--- src/rtl/h3_encode_stream_n_k_pkg.sv ---
// Shared Hamming SEC definitions: legal (n,k) pairs, data-to-position map and parity masks.
// The same masks define the syndrome bits computed by the downstream corrector.
package h3_encode_stream_n_k_pkg;

  localparam int unsigned MaxN = 15;
  localparam int unsigned MaxR = 4;

  // Bit i of each mask is Hamming position i+1; mask j selects positions with bit j set.
  localparam logic [MaxN-1:0] PMask0 = 15'h5555;
  localparam logic [MaxN-1:0] PMask1 = 15'h6666;
  localparam logic [MaxN-1:0] PMask2 = 15'h7878;
  localparam logic [MaxN-1:0] PMask3 = 15'h7F80;

  function automatic bit legal_nk(input int unsigned n, input int unsigned k);
    return ((n == 15) && (k == 11)) || ((n == 7) && (k == 4));
  endfunction

  function automatic logic [MaxN-1:0] parity_mask(input int unsigned j);
    logic [MaxN-1:0] mask;
    mask = '0;
    unique case (j)
      0: mask = PMask0;
      1: mask = PMask1;
      2: mask = PMask2;
      3: mask = PMask3;
      default: mask = '0;
    endcase
    return mask;
  endfunction

  // 1-based codeword position of data bit idx: the idx-th non-power-of-two position.
  function automatic int unsigned data_pos(input int unsigned idx);
    int unsigned cnt;
    int unsigned pos;
    cnt = 0;
    pos = 0;
    for (int unsigned p = 1; p <= MaxN; p++) begin
      if ((p & (p - 1)) != 0) begin
        if (cnt == idx) pos = p;
        cnt++;
      end
    end
    return pos;
  endfunction

endpackage

--- src/rtl/h3_encode_n_k.sv ---
// Purely combinational (n,k) Hamming SEC encoder; parity sits at positions 2^j.
module h3_encode_n_k
  import h3_encode_stream_n_k_pkg::*;
#(
  parameter int unsigned n = 15,
  parameter int unsigned k = 11
) (
  input  logic [k-1:0] data_i,
  output logic [n-1:0] code_o
);

  localparam int unsigned R = n - k;

  logic [n-1:0]    w_place;
  logic [MaxN-1:0] w_mask;

  always_comb begin
    w_place = '0;
    w_mask  = '0;
    for (int unsigned i = 0; i < k; i++) begin
      w_place[data_pos(i) - 1] = data_i[i];
    end
    code_o = w_place;
    // Parity positions are still zero in w_place, so masking it covers data bits only.
    for (int unsigned j = 0; j < R; j++) begin
      w_mask = parity_mask(j);
      code_o[(1 << j) - 1] = ^(w_place & w_mask[n-1:0]);
    end
  end

endmodule

--- src/rtl/h3_encode_stream_n_k.sv ---
// Streaming Hamming SEC encoder: valid/ready in and out, output reg plus skid reg,
// optional single-bit error injection and an accepted-word counter.
module h3_encode_stream_n_k
  import h3_encode_stream_n_k_pkg::*;
#(
  parameter int unsigned n     = 15,
  parameter int unsigned k     = 11,
  parameter int unsigned CNT_W = 16
) (
  input  logic             clk,
  input  logic             rst,
  input  logic [k-1:0]     data_i,
  input  logic             data_valid_i,
  output logic             data_ready_o,
  output logic [n-1:0]     code_o,
  output logic             code_valid_o,
  input  logic             code_ready_i,
  output logic             code_inj_o,
  input  logic             inj_req_i,
  input  logic [3:0]       inj_pos_i,
  output logic             inj_armed_o,
  output logic [CNT_W-1:0] word_cnt_o
);

  if (!legal_nk(n, k)) begin : g_illegal_nk
    $error("h3_encode_stream_n_k: illegal (n,k); use (15,11) or (7,4)");
  end

  logic [n-1:0]     w_enc;
  logic [n-1:0]     w_flip;
  logic [n-1:0]     w_code;
  logic             w_accept;
  logic             w_emit;
  logic             w_load;
  logic             w_pos_legal;

  logic [n-1:0]     r_out_code;
  logic             r_out_inj;
  logic             r_out_valid;
  logic [n-1:0]     r_skid_code;
  logic             r_skid_inj;
  logic             r_skid_valid;
  logic             r_armed;
  logic [3:0]       r_pos;
  logic [CNT_W-1:0] r_cnt;

  h3_encode_n_k #(
    .n (n),
    .k (k)
  ) u_enc (
    .data_i (data_i),
    .code_o (w_enc)
  );

  assign w_flip      = r_armed ? ({{(n-1){1'b0}}, 1'b1} << (r_pos - 4'd1)) : '0;
  assign w_code      = w_enc ^ w_flip;
  assign w_accept    = data_valid_i & ~r_skid_valid;
  assign w_emit      = r_out_valid & code_ready_i;
  assign w_load      = w_emit | ~r_out_valid;
  assign w_pos_legal = (inj_pos_i != 4'd0) && (32'(inj_pos_i) <= n);

  always_ff @(posedge clk or posedge rst) begin
    if (rst) begin
      r_out_code   <= '0;
      r_out_inj    <= 1'b0;
      r_out_valid  <= 1'b0;
      r_skid_code  <= '0;
      r_skid_inj   <= 1'b0;
      r_skid_valid <= 1'b0;
    end else if (w_load) begin
      // Skid is only ever full while the output reg is full, so it drains first.
      if (r_skid_valid) begin
        r_out_code   <= r_skid_code;
        r_out_inj    <= r_skid_inj;
        r_out_valid  <= 1'b1;
        r_skid_valid <= 1'b0;
      end else if (w_accept) begin
        r_out_code  <= w_code;
        r_out_inj   <= r_armed;
        r_out_valid <= 1'b1;
      end else begin
        r_out_valid <= 1'b0;
      end
    end else if (w_accept) begin
      r_skid_code  <= w_code;
      r_skid_inj   <= r_armed;
      r_skid_valid <= 1'b1;
    end
  end

  // A request in the same cycle as an accept wins: the accepted word already used the old state.
  always_ff @(posedge clk or posedge rst) begin
    if (rst) begin
      r_armed <= 1'b0;
      r_pos   <= 4'd0;
    end else if (inj_req_i) begin
      r_armed <= w_pos_legal;
      if (w_pos_legal) r_pos <= inj_pos_i;
    end else if (w_accept) begin
      r_armed <= 1'b0;
    end
  end

  always_ff @(posedge clk or posedge rst) begin
    if (rst) begin
      r_cnt <= '0;
    end else if (w_accept) begin
      r_cnt <= r_cnt + CNT_W'(1);
    end
  end

  assign data_ready_o = ~r_skid_valid;
  assign code_o       = r_out_code;
  assign code_valid_o = r_out_valid;
  assign code_inj_o   = r_out_inj;
  assign inj_armed_o  = r_armed;
  assign word_cnt_o   = r_cnt;

endmodule

--- config.mk ---
export PLATFORM = sky130hd
export DESIGN_NAME = h3_encode_stream_n_k
export DESIGN_NICKNAME = d
export VERILOG_FILES = /design/src/rtl/h3_encode_stream_n_k_pkg.sv /design/src/rtl/h3_encode_n_k.sv /design/src/rtl/h3_encode_stream_n_k.sv
export SDC_FILE = /design/constraint.sdc
export NUM_CORES = 1
export LEC_CHECK = 0
export ABC_AREA = 1
export BUFFER_PORTS_ARGS = -buffer_cell sky130_fd_sc_hd__buf_2
export CORE_MARGIN = 4
export CORE_UTILIZATION = 45
export CTS_CLUSTER_DIAMETER = 50
export DETAILED_ROUTE_END_ITERATION = 8
export PLACE_DENSITY = 0.65
export SLEW_MARGIN = 20
export SYNTH_ARGS = -nofsm -noshare
export SYNTH_HDL_FRONTEND = slang
export SYNTH_HIERARCHICAL = 1
export SYNTH_SLANG_ARGS = --single-unit
--- constraint.sdc ---
create_clock -name clk -period 2.3 [get_ports clk]
set_clock_uncertainty 0.05 [all_clocks]
set_input_delay 0.345 -clock clk [delete_from_list [all_inputs] [get_ports clk]]
set_output_delay 0.345 -clock clk [all_outputs]
set_load 0.05 [all_outputs]
* Word level (Yosys, flattened, before mapping)
Index checks and enable logic that the tools add are counted.
** Word-level totals
- Output and inout port bits :: 35
- Register bits :: 55
- Input bits :: 20
- Word-level logic and storage cells :: 41
** Operators by class
- Mux-type cells :: 11
- Reductions and logical operators :: 11
- Bitwise operators :: 7
- Add/subtract/negate cells :: 2
- Shift-type cells :: 1
** Operators by type and width (count)
- 15-bit parity :: 4
- 15-bit two-way mux :: 3
- 16-bit by 1-bit adder with 16-bit output (second input constant) :: 1
- 1-bit by 4-bit << shifter with 15-bit output (first input constant) :: 1
- 15-bit bitwise XOR :: 1
- 1-bit two-way mux :: 8
- 2-bit AND reduction :: 3
- 2-bit nonzero test :: 3
- 4-bit nonzero test :: 1
- 4-bit by 1-bit subtractor with 4-bit output (second input constant) :: 1
- 1-bit inverter :: 3
- 1-bit bitwise AND :: 2
- 1-bit bitwise OR :: 1

* Logic depth before layout (Yosys ltp)
Gate-level depths: netlist of run 1.
- Word-level depth :: 6
- Gate-level depth with buffers :: 12
- Depth with buffers taken out :: 12

* Hierarchy
The synthesis of run 1 kept the hierarchy.
** By module, submodules not included
- h3_encode_stream_n_k :: times used 1, cells each 389, area each 2927.8 um2
- h3_encode_n_k :: times used 1, cells each 118, area each 503.0 um2

* Worst setup path before layout of run 1
OpenSTA, ideal clock, no wires.
- Path type :: register to register
- Start :: register r_cnt[0] (netlist: word_cnt_o[0])
- End :: register r_cnt[12] (netlist: word_cnt_o[12])
- Buffers on the path :: 0
- Stages on the path, launching flop included :: 9
- Arrival :: 1.550 ns
- Setup time :: 0.114 ns
- Path slack :: 0.586 ns
- Cells stage by stage :: dfrtp_1 > ha_1 > nand3_1 > nor2_4 > nand2_1 > nor2_2 > nand3_1 > nand2_1 > inv_1
** On the way
- Longest elaborated chain between the ends :: 1
** RTL lines
- start, declared :: RTL line h3_encode_stream_n_k.sv:45 : logic [CNT_W-1:0] r_cnt;
- start signal, assigned :: RTL line h3_encode_stream_n_k.sv:108 : r_cnt <= r_cnt + CNT_W'(1);
- 16-bit by 1-bit adder with 16-bit output :: RTL line h3_encode_stream_n_k.sv:108
No other way between the ends.
A chain may end at the register's enable or synchronous reset.

* Worst setup path after layout of run 1
- Start :: register r_skid_valid
- End :: output port data_ready_o
** On the way
- Longest elaborated chain between the ends :: 1
** RTL lines
- start, declared :: RTL line h3_encode_stream_n_k.sv:42 : logic r_skid_valid;
- start signal, assigned :: RTL line h3_encode_stream_n_k.sv:69 : r_skid_valid <= 1'b0;
- start signal, assigned :: RTL line h3_encode_stream_n_k.sv:76 : r_skid_valid <= 1'b0;
- start signal, assigned :: RTL line h3_encode_stream_n_k.sv:87 : r_skid_valid <= 1'b1;
- 1-bit inverter :: RTL line h3_encode_stream_n_k.sv:112 : assign data_ready_o = ~r_skid_valid;
- end, declared :: RTL line h3_encode_stream_n_k.sv:14 : output logic data_ready_o,
No other way between the ends.

==> results of run 1 <==
## worst max-delay path, cell delays in order (launching register included)
cell     delay, ps
dfrtp_1        480
inv_4          310
buf_2          340
## through the flow
stage          cell area [sq um]  instances  hold WS (ps)
2_1_floorplan               3431        507         391.6
3_3_place_gp                3704        637         375.1
3_5_place_dp                3704        637         383.0
4_1_cts                     3810        644         41.58
5_1_grt                     3810        644         71.99
6_report                    3810        644         21.84
## cells by family (layout without fill, tap and decap cells)
logic type / Yosys count / after routing / share of synthesized area
AO/OA/AOI/OAI: 37 / 37 / 0.05944
XOR/XNOR: 11 / 11 / 0.02808
adder cells (fa/ha/maj): 1 / 1 / 0.003646
buffers and inverters: 79 / 117 / 0.1043
flip-flops: 55 / 55 / 0.4012
AND/OR/NAND/NOR: 324 / 324 / 0.4034
## path summary, 6_finish.rpt
path / startpoint / end / slack [ps] / cells past startpoint
setup / recovery: r_skid_valid / data_ready_o / 480 / 2
max in group asynchronous: rst / r_skid_code[12] / 1620 / 3
hold / removal: rst / word_cnt_o[2] / 20 / 2
setup reg to reg: r_skid_valid / r_skid_inj / 530 / 6
hold reg to reg: code_o[14] / code_o[14] / 430 / 2
min in group clk: inj_req_i / inj_armed_o / 190 / 2
## registers in the layout, indices dropped and copies added, names as in the netlist
register,count
code_o,15
word_cnt_o,16
code_valid_o,1
r_skid_valid,1
code_inj_o,1
r_pos,4
r_skid_inj,1
r_skid_code,15
inj_armed_o,1
## placed cells by master (no fill, tap or decap)
cell type / netlist / final
ha_1: 1 / 1
dfrtp_1: 55 / 55
nand2_2: 5 / 5
buf_4: 12 / 1
or2_1: 1 / 1
o21ai_0: 18 / 18
nor2_1: 62 / 62
nor3_1: 1 / 1
o21a_1: 1 / 1
o21ai_2: 0 / 1
o31ai_1: 2 / 2
clkbuf_8: 0 / 5
nor2_4: 3 / 3
bufinv_16: 0 / 1
buf_2: 11 / 54
nor2_8: 1 / 1
inv_4: 1 / 1
nand2_8: 1 / 1
inv_2: 5 / 6
inv_1: 48 / 47
xnor2_1: 5 / 5
nor2_2: 1 / 1
clkinvlp_4: 0 / 1
or2_2: 3 / 3
xor2_1: 6 / 6
a21oi_1: 5 / 5
nand4_1: 16 / 16
nand3_1: 32 / 32
nor3_2: 1 / 1
a31oi_1: 9 / 9
o21ai_1: 2 / 1
buf_12: 0 / 1
nand2_1: 197 / 197
## power by group through the flow
stage                     logic, mW  registers [mW]  clock network, mW
after CTS                      1.20            1.36              0.650
after detailed placement       1.20            1.37                  0
final                          1.19            1.35              0.630
after global placement         1.18            1.37                  0
after floorplan               0.515            1.77                  0
after global routing           1.31            1.39              0.684
## final cells by class
type	instances	share of cell area
inverter	54	0.05386
clock buffer	5	0.01806
clock inverter	2	0.009852
tap	99	0.03251
sequential	55	0.3612
multi-input combinational	373	0.4463
timing repair buffer	56	0.07816
## layer usage
layer / part of all wire / global-route usage / wire length, um
met1: 0.51 / 0.2723 / 3915
met2: 0.43 / 0.2606 / 3260
met3: 0.051 / 0.01815 / 387
met4: 0.0099 / 0.04688 / 76
met5: 0 / 0 / 0
==> results_dict.tcl, run 1 <==
set metrics [dict create \
    max_freq_mhz 548.2 \
    p_sw_mw 1.366 \
    drv_cap 0 \
    vias 3074 \
    clockRootBuffer "clkbuf_8" \
    slew_headroom 0.6260 \
    tightest_slew_ps 560.2 \
    p_leak_nw 2.104 \
    internal_power_mw 1.810 \
    ys_types 29 \
    track_usage 0.1763 \
    numPortBuffers 54 \
    synth_top_area_frac 0.4012 \
    dieWidth_um 95.32 \
    grt_overflow_total 0 \
    antenna_found_initial 0 \
    final_layout_size_suffix_gt1_frac 0.1578 \
    p_comb_frac 0.375 \
    multiInputGateArea_sq_mm 0.001700 \
    setup_slack_ps 475.8 \
    clk_path_buf_depth 2 \
    async_reset_ff_frac 1.000 \
    drt_iter0_markers 195 \
    clock_latency_ps 310 \
    p_sw_frac 0.4300 \
    criticalPathCategory "register to output port" \
    vdd_drop_max_mv 0.2409 \
    cp.arrival_ps 1430 \
    rows 31 \
    syn_inst 507 \
    grt_pass1_wl_um 12750 \
    syn_area_sq_mm 0.003431 \
    dieArea_sq_mm 0.009085 \
    p_seq_frac 0.427 \
    die_h_um 95.32 \
    place_congestion 0.8198 \
    path_clk_slew_ps 100 \
    area_growth_pct 11.05 \
    routed_via_density 4.773 \
    finalMaxSlewViolations 0 \
    synth_common_cells "nand2_1, nor2_1, dfrtp_1" \
    initial_core_util 0.4680 \
    ctsHtreeMaxLevel 2 \
    drc 0 \
    dp_hpwl_um 5864 \
    cp.required_ps 1900 \
    holdCritPathClass "primary input to asynchronous set/reset pin" \
    n_antenna_cell 0 \
    coreArea_sq_mm 0.007331 \
    yosysWarnings 6 \
    fin_crit_ps 1824 \
    grt_pass1_vias 2709 \
    drt-total-wl_um 7639 \
    dp_slack_ps 540.1 \
    start_kind "register" \
    hold_buffers 0 \
    status "finished clean" \
    synth.most_common_cell "nand2_1" \
    cts_tree "yes" \
    final_util 0.5197 \
    setup_viol 0 \
    dr.pass1.iters 4 \
    fill_cells 755 \
    synth_top_area_cell "dfrtp_1" \
    synth_edf_count 0 \
    final.period_utilization 0.7931 \
    drt-wirelength-per-cell_um 11.86 \
    clock_sinks 55 \
    synth_area_leaders "dfrtp_1, nand2_1, nor2_1" \
    numCtsBuffers 5 \
    ys.flop_type "dfrtp_1" \
    hold_violations 0 \
    ys_seq_elements 55 \
    setup_tns_ps 0 \
    synth_area_per_cell_sq_um 6.767 \
    critPathCaptureType "output port" \
    grt_max_degree 34 \
    totalPowerFinal_mw 3.176 \
    seq_area_sq_mm 0.001376 \
    power_density_mw_per_mm2 833.7 \
    syn-num-nets 528 \
    rsz0062_at_grt "false" \
    io_pins 55 \
    cts_resized 0 \
    cp_max_fo 30 \
    synth-seq-area-share 0.4012 \
    post_cts_buffers 0 \
    nNetsFinal 566 \
    ant_nets 0 \
    pwr-share-clk 0.198 \
]
No activity file was read; power rests on OpenSTA's default activity.
==> run 2: changes to the inputs <==
Settings changed: ABC_AREA 1 to 0, PLACE_DENSITY 0.65 to 0.66.
Clock period 2.3 ns to 1.7 ns, I/O delays scaled along.
==> results_dict.tcl, run 2 <==
set metrics [dict create \
    setup_tns_ps 0 \
    cts_tree "yes" \
    track_usage 0.1627 \
    setup_slack_ps 62.08 \
    dp_hpwl_um 4403 \
    drt-wirelength-per-cell_um 14.12 \
    layout_common_cells "buf_2, dfrtp_1, nand2_1, nor2_1, xnor2_1" \
    cp_max_fo 5 \
    synth-seq-area-share 0.4939 \
    max_freq_mhz 610.5 \
    fill_cells 564 \
    dp_slack_ps 80.14 \
    vdd_drop_max_mv 0.5732 \
    grt_pass1_vias 1932 \
    slew_headroom 0.6873 \
    tightest_slew_ps 468.3 \
    crit_family "simple AND/OR/NAND/NOR gates" \
    syn-num-nets 296 \
    multiInputGateArea_sq_mm 0.001284 \
    dr.pass1.iters 4 \
    cp.required_ps 1880 \
    dpl_cell_area_sq_mm 0.003149 \
    cp.arrival_ps 1820 \
    n_antenna_cell 0 \
    finalMaxSlewViolations 0 \
    die_h_um 86.69 \
    drt-total-wl_um 5717 \
    drc 0 \
    ant_nets 0 \
    synth_area_leaders "dfrtp_1, xnor2_1, nand2_1" \
    numPortBuffers 54 \
    largest_reg_flops 16 \
    antenna_found_initial 0 \
    clk_path_buf_depth 2 \
    dieArea_sq_mm 0.007515 \
    grt_overflow_total 0 \
    crit_buf_inv 0 \
    ys.flop_type "dfrtp_1" \
    power_density_mw_per_mm2 1297 \
    placedCellCount 396 \
    hold_ws_ps 99.64 \
    synth_common_cells "dfrtp_1, nand2_1, nor2_1" \
    ys_types 32 \
    place_congestion 0.7991 \
    synth.most_common_cell "dfrtp_1" \
    ys_seq_elements 55 \
    final_cell_area_sq_mm 0.003258 \
    totalPowerFinal_mw 4.226 \
    start_kind "register" \
    fin_crit_ps 1638 \
    holdCritPathClass "primary input to register" \
    path_clk_slew_ps 100 \
    hold_violations 0 \
    area_growth_pct 16.93 \
    final_layout_size_suffix_gt1_frac 0.2788 \
    rows 28 \
    dieWidth_um 86.69 \
    status "finished clean" \
    clockRootBuffer "clkbuf_8" \
    yosysWarnings 6 \
    rsz0062_at_grt "false" \
    layout_commonest_cell "buf_2" \
    synth_area_per_cell_sq_um 10.13 \
    ctsHtreeMaxLevel 2 \
    nNetsFinal 350 \
    drv_cap 0 \
    synth_top_area_cell "dfrtp_1" \
    numCtsBuffers 5 \
    cpPeakStageDelay_ps 610 \
    p_leak_nw 1.472 \
    cp_cell_sequence "nand4_1 -> or4_4 -> nor2_1 -> xor2_1" \
    io_pins 55 \
    syn_inst 275 \
    final_util 0.5471 \
    vias 2076 \
    clock_latency_ps 310 \
    async_reset_ff_frac 1.000 \
    criticalPathCategory "register to register" \
    synth_edf_count 0 \
    grt_max_degree 32 \
    coreArea_sq_mm 0.005956 \
    syn_area_sq_mm 0.002786 \
    critPathCaptureType "register" \
    grt_pass1_wl_um 9584 \
    seq_area_sq_mm 0.001389 \
    drt_iter0_markers 118 \
    routed_via_density 5.126 \
    synth_top_area_frac 0.4939 \
    fin_cells 405 \
    initial_core_util 0.4679 \
    final.period_utilization 0.9635 \
    crit_slowest_cell "or4_4" \
    setup_viol 0 \
    clock_sinks 55 \
]
[run 2: changes by cell type after synthesis, sizes merged, moves of 13 or more]
| cell | delta |
|---|---|
| o211ai | +15 |
| nand3 | -13 |
| nor2 | -36 |
| nand2 | -164 |
| inv | -50 |
| o21ai | -17 |
| xnor2 | +20 |
[run 2: layer usage]
layer  share of wire  global-route usage
met5               0                   0
met2            0.46              0.2490
met1            0.47              0.2423
met4          0.0096             0.03399
met3           0.061             0.03042
[run 2: what timing repair did]
action | CTS | global route
hold buffers | 1 | 0
gates resized for setup | 0 | 1
setup buffers | 0 | 0
endpoints found under the setup margin | 0 | 2
endpoints found under the hold margin | 18 | 0
[run 2: worst register-to-register path: stages, from the launching register on]
cell and delay, ps:
dfrtp_2 420, nand4_1 160, or4_4 610, nor2_1 150, xor2_1 170
[run 2: power breakdown]
group,switching [mW],internal [mW]
clock,0.442,0.296
combinational,1.13,0.495
sequential,0.237,1.62
total,1.81,2.41
[run 2: worst paths after layout]
kind	startpoint	endpoint	slack [ps]	cells past startpoint
setup reg to reg	word_cnt_o[0]	word_cnt_o[11]	60	4
setup / recovery	word_cnt_o[0]	word_cnt_o[11]	60	4
min in group asynchronous	rst	code_valid_o	440	3
hold reg to reg	word_cnt_o[15]	word_cnt_o[15]	420	1
hold / removal	inj_pos_i[0]	r_pos[0]	100	3
max in group asynchronous	rst	r_skid_code[12]	640	4
[run 2: cell families after synthesis]
| logic type | after synthesis | synth area share |
|---|---|---|
| AOI/OAI and AO/OA | 34 | 0.07589 |
| xor gates and xnor gates | 43 | 0.1783 |
| buffers and inverters | 24 | 0.04715 |
| adders and majority gates | 1 | 0.004490 |
| DFF | 55 | 0.4939 |
| muxes | 2 | 0.007633 |
| and+or+nand+nor | 116 | 0.1926 |
[run 2: final cells by class]
cell class | count | area share
clock inverter | 3 | 0.007681
clock buffer | 5 | 0.02112
inverter | 4 | 0.004608
multi-input combinational | 196 | 0.3940
timing repair buffer | 67 | 0.1175
sequential | 55 | 0.4263
tap | 75 | 0.02880
